--- src/rtl/cpu_core_mc.sv ---
`timescale 1ns/1ps
// cpu_core_mc: multi-cycle accumulator CPU with one req/ready memory port shared by fetch and LD/ST.
// Define CPU_RETIRE_CNT_EN to build the saturating retired-instruction counter on retire_cnt.
module cpu_core_mc #(
    parameter int unsigned DATA_WIDTH = 8,
    parameter int unsigned ADDR_WIDTH = 8,
    parameter int unsigned NUM_REGS   = 8,
    parameter int unsigned RESET_PC   = 0
) (
    input  logic                  clk,
    input  logic                  rst,
    output logic                  mem_req,
    output logic                  mem_we,
    output logic [ADDR_WIDTH-1:0] mem_addr,
    output logic [DATA_WIDTH-1:0] mem_wdata,
    input  logic [DATA_WIDTH-1:0] mem_rdata,
    input  logic                  mem_ready,
    output logic                  halted,
    output logic [ADDR_WIDTH-1:0] pc_out,
    output logic [DATA_WIDTH-1:0] acc_out,
    output logic [15:0]           retire_cnt
);

    localparam int unsigned RbW = (NUM_REGS > 1) ? $clog2(NUM_REGS) : 1;

    localparam logic [3:0] OpAddi = 4'h1;
    localparam logic [3:0] OpAdd  = 4'h2;
    localparam logic [3:0] OpSub  = 4'h3;
    localparam logic [3:0] OpAnd  = 4'h4;
    localparam logic [3:0] OpOr   = 4'h5;
    localparam logic [3:0] OpXor  = 4'h6;
    localparam logic [3:0] OpMova = 4'h7;
    localparam logic [3:0] OpMovb = 4'h8;
    localparam logic [3:0] OpLd   = 4'h9;
    localparam logic [3:0] OpSt   = 4'hA;
    localparam logic [3:0] OpBeqz = 4'hB;
    localparam logic [3:0] OpBnez = 4'hC;
    localparam logic [3:0] OpJmp  = 4'hD;
    localparam logic [3:0] OpShli = 4'hE;
    localparam logic [3:0] OpHalt = 4'hF;

    typedef enum logic [1:0] {
        StFetch,
        StExec,
        StMem,
        StHalt
    } state_e;

    state_e                state_q, state_d;
    logic [ADDR_WIDTH-1:0] pc_q, pc_d;
    logic [DATA_WIDTH-1:0] acc_q, acc_d;
    logic [7:0]            ir_q, ir_d;
    logic [DATA_WIDTH-1:0] regs_q [NUM_REGS];
    logic                  reg_we;

    logic [3:0]            op;
    logic [3:0]            f;
    logic [RbW-1:0]        rb;
    logic [DATA_WIDTH-1:0] rb_val;
    logic [DATA_WIDTH-1:0] f_ext;
    logic [ADDR_WIDTH-1:0] rb_addr;
    logic                  is_mem_op;
    logic                  req_c;
    logic                  we_c;
    logic [ADDR_WIDTH-1:0] addr_c;

    assign op        = ir_q[7:4];
    assign f         = ir_q[3:0];
    assign rb        = ir_q[RbW-1:0];
    assign rb_val    = regs_q[rb];
    assign f_ext     = DATA_WIDTH'(f);
    assign is_mem_op = (op == OpLd) || (op == OpSt);

    // Register value used as an address: zero-extend or truncate to the address width.
    generate
        if (ADDR_WIDTH > DATA_WIDTH) begin : g_addr_zext
            assign rb_addr = {{(ADDR_WIDTH - DATA_WIDTH){1'b0}}, rb_val};
        end else begin : g_addr_trunc
            assign rb_addr = rb_val[ADDR_WIDTH-1:0];
        end
    endgenerate

    always_comb begin
        state_d = state_q;
        pc_d    = pc_q;
        acc_d   = acc_q;
        ir_d    = ir_q;
        reg_we  = 1'b0;
        req_c   = 1'b0;
        we_c    = 1'b0;
        addr_c  = pc_q;

        case (state_q)
            StFetch: begin
                req_c = 1'b1;
                if (mem_ready) begin
                    ir_d    = mem_rdata[7:0];
                    pc_d    = pc_q + ADDR_WIDTH'(1);
                    state_d = StExec;
                end
            end
            StExec: begin
                state_d = StFetch;
                case (op)
                    OpAddi: acc_d = acc_q + f_ext;
                    OpAdd:  acc_d = acc_q + rb_val;
                    OpSub:  acc_d = acc_q - rb_val;
                    OpAnd:  acc_d = acc_q & rb_val;
                    OpOr:   acc_d = acc_q | rb_val;
                    OpXor:  acc_d = acc_q ^ rb_val;
                    OpMova: reg_we = 1'b1;
                    OpMovb: acc_d = rb_val;
                    OpLd:   state_d = StMem;
                    OpSt:   state_d = StMem;
                    OpBeqz: if (acc_q == '0) pc_d = rb_addr;
                    OpBnez: if (acc_q != '0) pc_d = rb_addr;
                    OpJmp:  pc_d = rb_addr;
                    OpShli: acc_d = (acc_q << 4) | f_ext;
                    OpHalt: state_d = StHalt;
                    default: ;
                endcase
            end
            StMem: begin
                req_c  = 1'b1;
                we_c   = (op == OpSt);
                addr_c = rb_addr;
                if (mem_ready) begin
                    if (op == OpLd) acc_d = mem_rdata;
                    state_d = StFetch;
                end
            end
            StHalt: ;
            default: state_d = StFetch;
        endcase
    end

    always_ff @(posedge clk) begin
        if (rst) begin
            state_q <= StFetch;
            pc_q    <= ADDR_WIDTH'(RESET_PC);
            acc_q   <= '0;
            ir_q    <= '0;
        end else begin
            state_q <= state_d;
            pc_q    <= pc_d;
            acc_q   <= acc_d;
            ir_q    <= ir_d;
        end
    end

    always_ff @(posedge clk) begin
        if (rst) begin
            for (int i = 0; i < NUM_REGS; i++) regs_q[i] <= '0;
        end else if (reg_we) begin
            regs_q[rb] <= acc_q;
        end
    end

    // Reset masks the handshake so an in-flight transaction is dropped immediately.
    assign mem_req   = req_c & ~rst;
    assign mem_we    = we_c & ~rst;
    assign mem_addr  = addr_c;
    assign mem_wdata = acc_q;
    assign halted    = (state_q == StHalt) & ~rst;
    assign pc_out    = pc_q;
    assign acc_out   = acc_q;

`ifdef CPU_RETIRE_CNT_EN
    logic        retire;
    logic [15:0] retire_cnt_q;

    assign retire = ((state_q == StExec) && !is_mem_op) || ((state_q == StMem) && mem_ready);

    always_ff @(posedge clk) begin
        if (rst) begin
            retire_cnt_q <= '0;
        end else if (retire && (retire_cnt_q != 16'hFFFF)) begin
            retire_cnt_q <= retire_cnt_q + 16'd1;
        end
    end

    assign retire_cnt = rst ? 16'h0000 : retire_cnt_q;
`else
    assign retire_cnt = 16'h0000;
`endif

endmodule

--- config.mk ---
export PLATFORM = sky130hd
export DESIGN_NAME = cpu_core_mc
export DESIGN_NICKNAME = d
export VERILOG_FILES = /design/src/rtl/cpu_core_mc.sv
export SDC_FILE = /design/constraint.sdc
export NUM_CORES = 1
export LEC_CHECK = 0
export CAP_MARGIN = 20
export CORE_MARGIN = 3
export CORE_UTILIZATION = 62
export CTS_CLUSTER_SIZE = 25
export DETAILED_ROUTE_END_ITERATION = 8
export PLACE_DENSITY = 0.86
export SYNTH_ARGS = -nofsm -noshare
export SYNTH_HDL_FRONTEND = slang
export SYNTH_SLANG_ARGS = --single-unit
--- constraint.sdc ---
create_clock -name clk -period 8.01 [get_ports clk]
set_clock_uncertainty 0.15 [all_clocks]
set_input_delay 1.602 -clock clk [delete_from_list [all_inputs] [get_ports clk]]
set_output_delay 1.602 -clock clk [all_outputs]
set_load 0.01 [all_outputs]
==> impl_metrics.py <==
metrics = {
    "status": {
        "status": "finished with violations",
        "failed_checks": "design-rule violations",
    },
    "timing": {
        "fin_tns_setup_ns": 0,
        "max_freq_ghz": 0.2029,
        "slew_viol_final": 0,
        "finalCritPeriodShare_pct": 61.54,
        "slew_headroom_pct": 30.96,
        "finalSetupViolCount": 0,
        "fin_ws_ns": 3.080,
        "fin_crit_ns": 4.930,
        "worst_pin_slew_ns": 1.025,
        "rsz0062_at_grt": "false",
        "finalHoldViolCount": 0,
    },
    "clock_tree": {
        "cts_resized": 0,
        "postCtsHoldBufs": 0,
        "cts.clk_slew.worst_paths_ns": 0.10,
        "cts_made_buffers": 9,
        "cts_buffer_depth": 2,
        "root_buffer": "clkbuf_8",
        "htreeDepth": 3,
        "cts_setup_buffers": 0,
        "clk_latency_ns": 0.36,
        "cts_tree": "built",
        "clock_sinks": 93,
    },
    "yosys": {
        "seq_area_frac_synth_pct": 42.21,
        "ys_types": 61,
        "synth_area_per_cell_sq_um": 9.930,
        "synth_edf_count": 64,
        "synth_cells": 597,
        "synth_seq_cells": 93,
        "synth.cell_area_sq_um": 5928,
        "synth_ff_type": "edfxtp_1",
        "synth-warning-count": 0,
        "synthArstFlopShare_pct": 0,
    },
    "setup_path": {
        "required_ns": 6.26,
        "critPathSlowestCell": "clkdlybuf4s50_1",
        "crit_chain": "clkdlybuf4s50_1 -> buf_4 -> nor2b_1 -> nand3b_1 -> nor2_1 -> clkdlybuf4s50_1",
        "slowest_delay_ns": 0.54,
        "cp_common_cell": "clkdlybuf4s50_1",
        "crit_type": "in2out",
        "start_kind": "primary input",
        "cp.arrival_ns": 3.18,
        "crit_family": "buffers and inverters",
        "crit_buf_inv": 3,
        "endpoint_kind": "primary output",
        "crit_fanout": 31,
    },
    "cells_and_area": {
        "layout-drive-gt1-share_pct": 9.724,
        "area_growth_pct": 10.45,
        "finalInstanceArea_sq_um": 6548,
        "postLayoutCoreUtil_pct": 70.53,
        "fin_nets": 655,
        "diodes": 0,
    },
    "grt": {
        "grt_pass1_wl_mm": 25.11,
        "grt_usage_pct": 29.09,
        "grt_start_max_net_pins": 37,
        "first_global_vias": 4560,
        "overflow": 0,
        "antenna_found_initial": 0,
    },
    "placed_design": {
        "dp_hpwl_mm": 10.96,
        "dpl_cell_area_sq_um": 6275,
        "gp_congestion": 0.9565,
        "io_buffers": 45,
        "post-place-ws_ns": 2.867,
    },
    "drt": {
        "num_vias": 4960,
        "viasPerCell": 6.649,
        "drtIter0Drc": 640,
        "drc_errors": 2,
        "wl_mm": 15.74,
        "first_pass_iters": 7,
        "wl_per_cell_microns": 21.10,
        "ant_nets": 0,
    },
    "die": {
        "die_x_microns": 103.8,
        "die_area_sq_um": 10770,
        "die_h_microns": 103.8,
        "ioPinCount": 62,
        "placementRows": 35,
        "initial_core_util_pct": 63.85,
        "core_area_sq_um": 9284,
    },
    "pwr": {
        "peakVddDrop_uv": 120.3,
        "power.density_nw_per_um2": 185.1,
        "leakage_uw": 0.002284,
    },
    "min_path": {
        "hp-class": "reg2reg",
    },
    "run": {
        "cap_violations": 0,
    },
}
==> tightest hold or removal path: stages (launching register included) <==
cell and delay [ns]:
dfxtp_1 0.36, o21ai_0 0.08, a21oi_1 0.06
==> through the flow <==
stage / cells / hold WS, ns / power, uW
6_report: 746 / 0.3925 / 1212
5_1_grt: 746 / 0.4172 / 1265
4_1_cts: 738 / 0.3991 / 1200
3_5_place_dp: 722 / 0.3810 / 901.5
3_3_place_gp: 722 / 0.3600 / 890.0
2_1_floorplan: 612 / 0.3126 / 807.5
==> cell usage in the layout (no fill, tap or decap), drive strengths merged, types with 2 or more instances in the layout <==
cell and instances:
inv 24, edfxtp 64, a31oi 2, and2 8, a211oi 2, o311ai 2
and3 4, clkinv 9, nand4 3, a21o 4, xnor2 8, nand2b 14
a22oi 8, a221oi 8, o22ai 13, nor2 42, dfxtp 29, buf 12
clkdlybuf4s50 45, a21bo 2, o21ai 21, mux2i 17, ha 31, or3 4
a21oi 36, nor3 34, nor4 35, nand2 33, or2 2, o31ai 6
o221ai 7, conb 16, nor2b 7, clkbuf 11, xor2 4, nand3 21
mux4 16
==> per-layer routing <==
metal  global-route usage (%)  share of wire [%]  vias up
li1                         -                  -     2232
met1                    39.94                 40     2359
met2                    46.50                 48      322
met3                    6.231                9.6       47
met4                    9.402                2.8        0
met5                        0                  0        -
==> Yosys cell counts, types with 12 or more instances <==
master | count | area [sq um]
nor2_1 | 42 | 157.7
nor4_1 | 35 | 219.0
edfxtp_1 | 64 | 1922
buf_4 | 24 | 180.2
nand2_1 | 32 | 120.1
ha_1 | 31 | 387.9
o21ai_0 | 17 | 85.08
inv_1 | 15 | 56.30
o22ai_1 | 12 | 75.07
nand2b_1 | 14 | 87.58
a21oi_1 | 36 | 180.2
mux2i_1 | 12 | 120.1
dfxtp_1 | 29 | 580.6
nand3_1 | 21 | 105.1
nor3_1 | 33 | 165.2
mux4_2 | 16 | 360.4
clkbuf_1 | 36 | 135.1
==> state kept, by name, summed over array words and instances, names as in the netlist, named ones only <==
name and cells:
acc_out 8, ir_q 8, pc_out 8, regs_q 64, state_q 2
==> worst paths after layout <==
kind	depth (start not counted)	to	startpoint	slack, ns
worst max register to register	16	acc_out[7]	flip-flop	3.36
worst max-delay path	6	mem_we	rst	3.08
worst min register to register	2	state_q[0]	state_q[0]	0.39
worst min-delay path	2	state_q[0]	state_q[0]	0.39
==> kinds of logic after synthesis <==
kind of cell,share of synthesized area [%]
and+or+nand+nor,17.77
other,0.06326
adders and majority gates,6.881
DFF,42.21
AOI/OAI and AO/OA,13.34
xor gates and xnor gates,1.773
muxes,10.19
buffers and inverters,7.767
==> cell type report <==
type / count / area, sq um
timing repair buffer: 58 / 573.1
fill: 663 / 2736
multi-input combinational: 423 / 3022
inverter: 27 / 101.3
clock inverter: 6 / 60.06
clock buffer: 10 / 127.6
tap: 129 / 161.4
sequential: 93 / 2502
==> report_power, final <==
| group | total [uW] | internal [uW] | switching [uW] |
|---|---|---|---|
| clock | 307 | 122 | 186 |
| sequential | 575 | 534 | 41.5 |
| combinational | 329 | 143 | 187 |
Note: power is estimated with default switching activity, not from simulation.
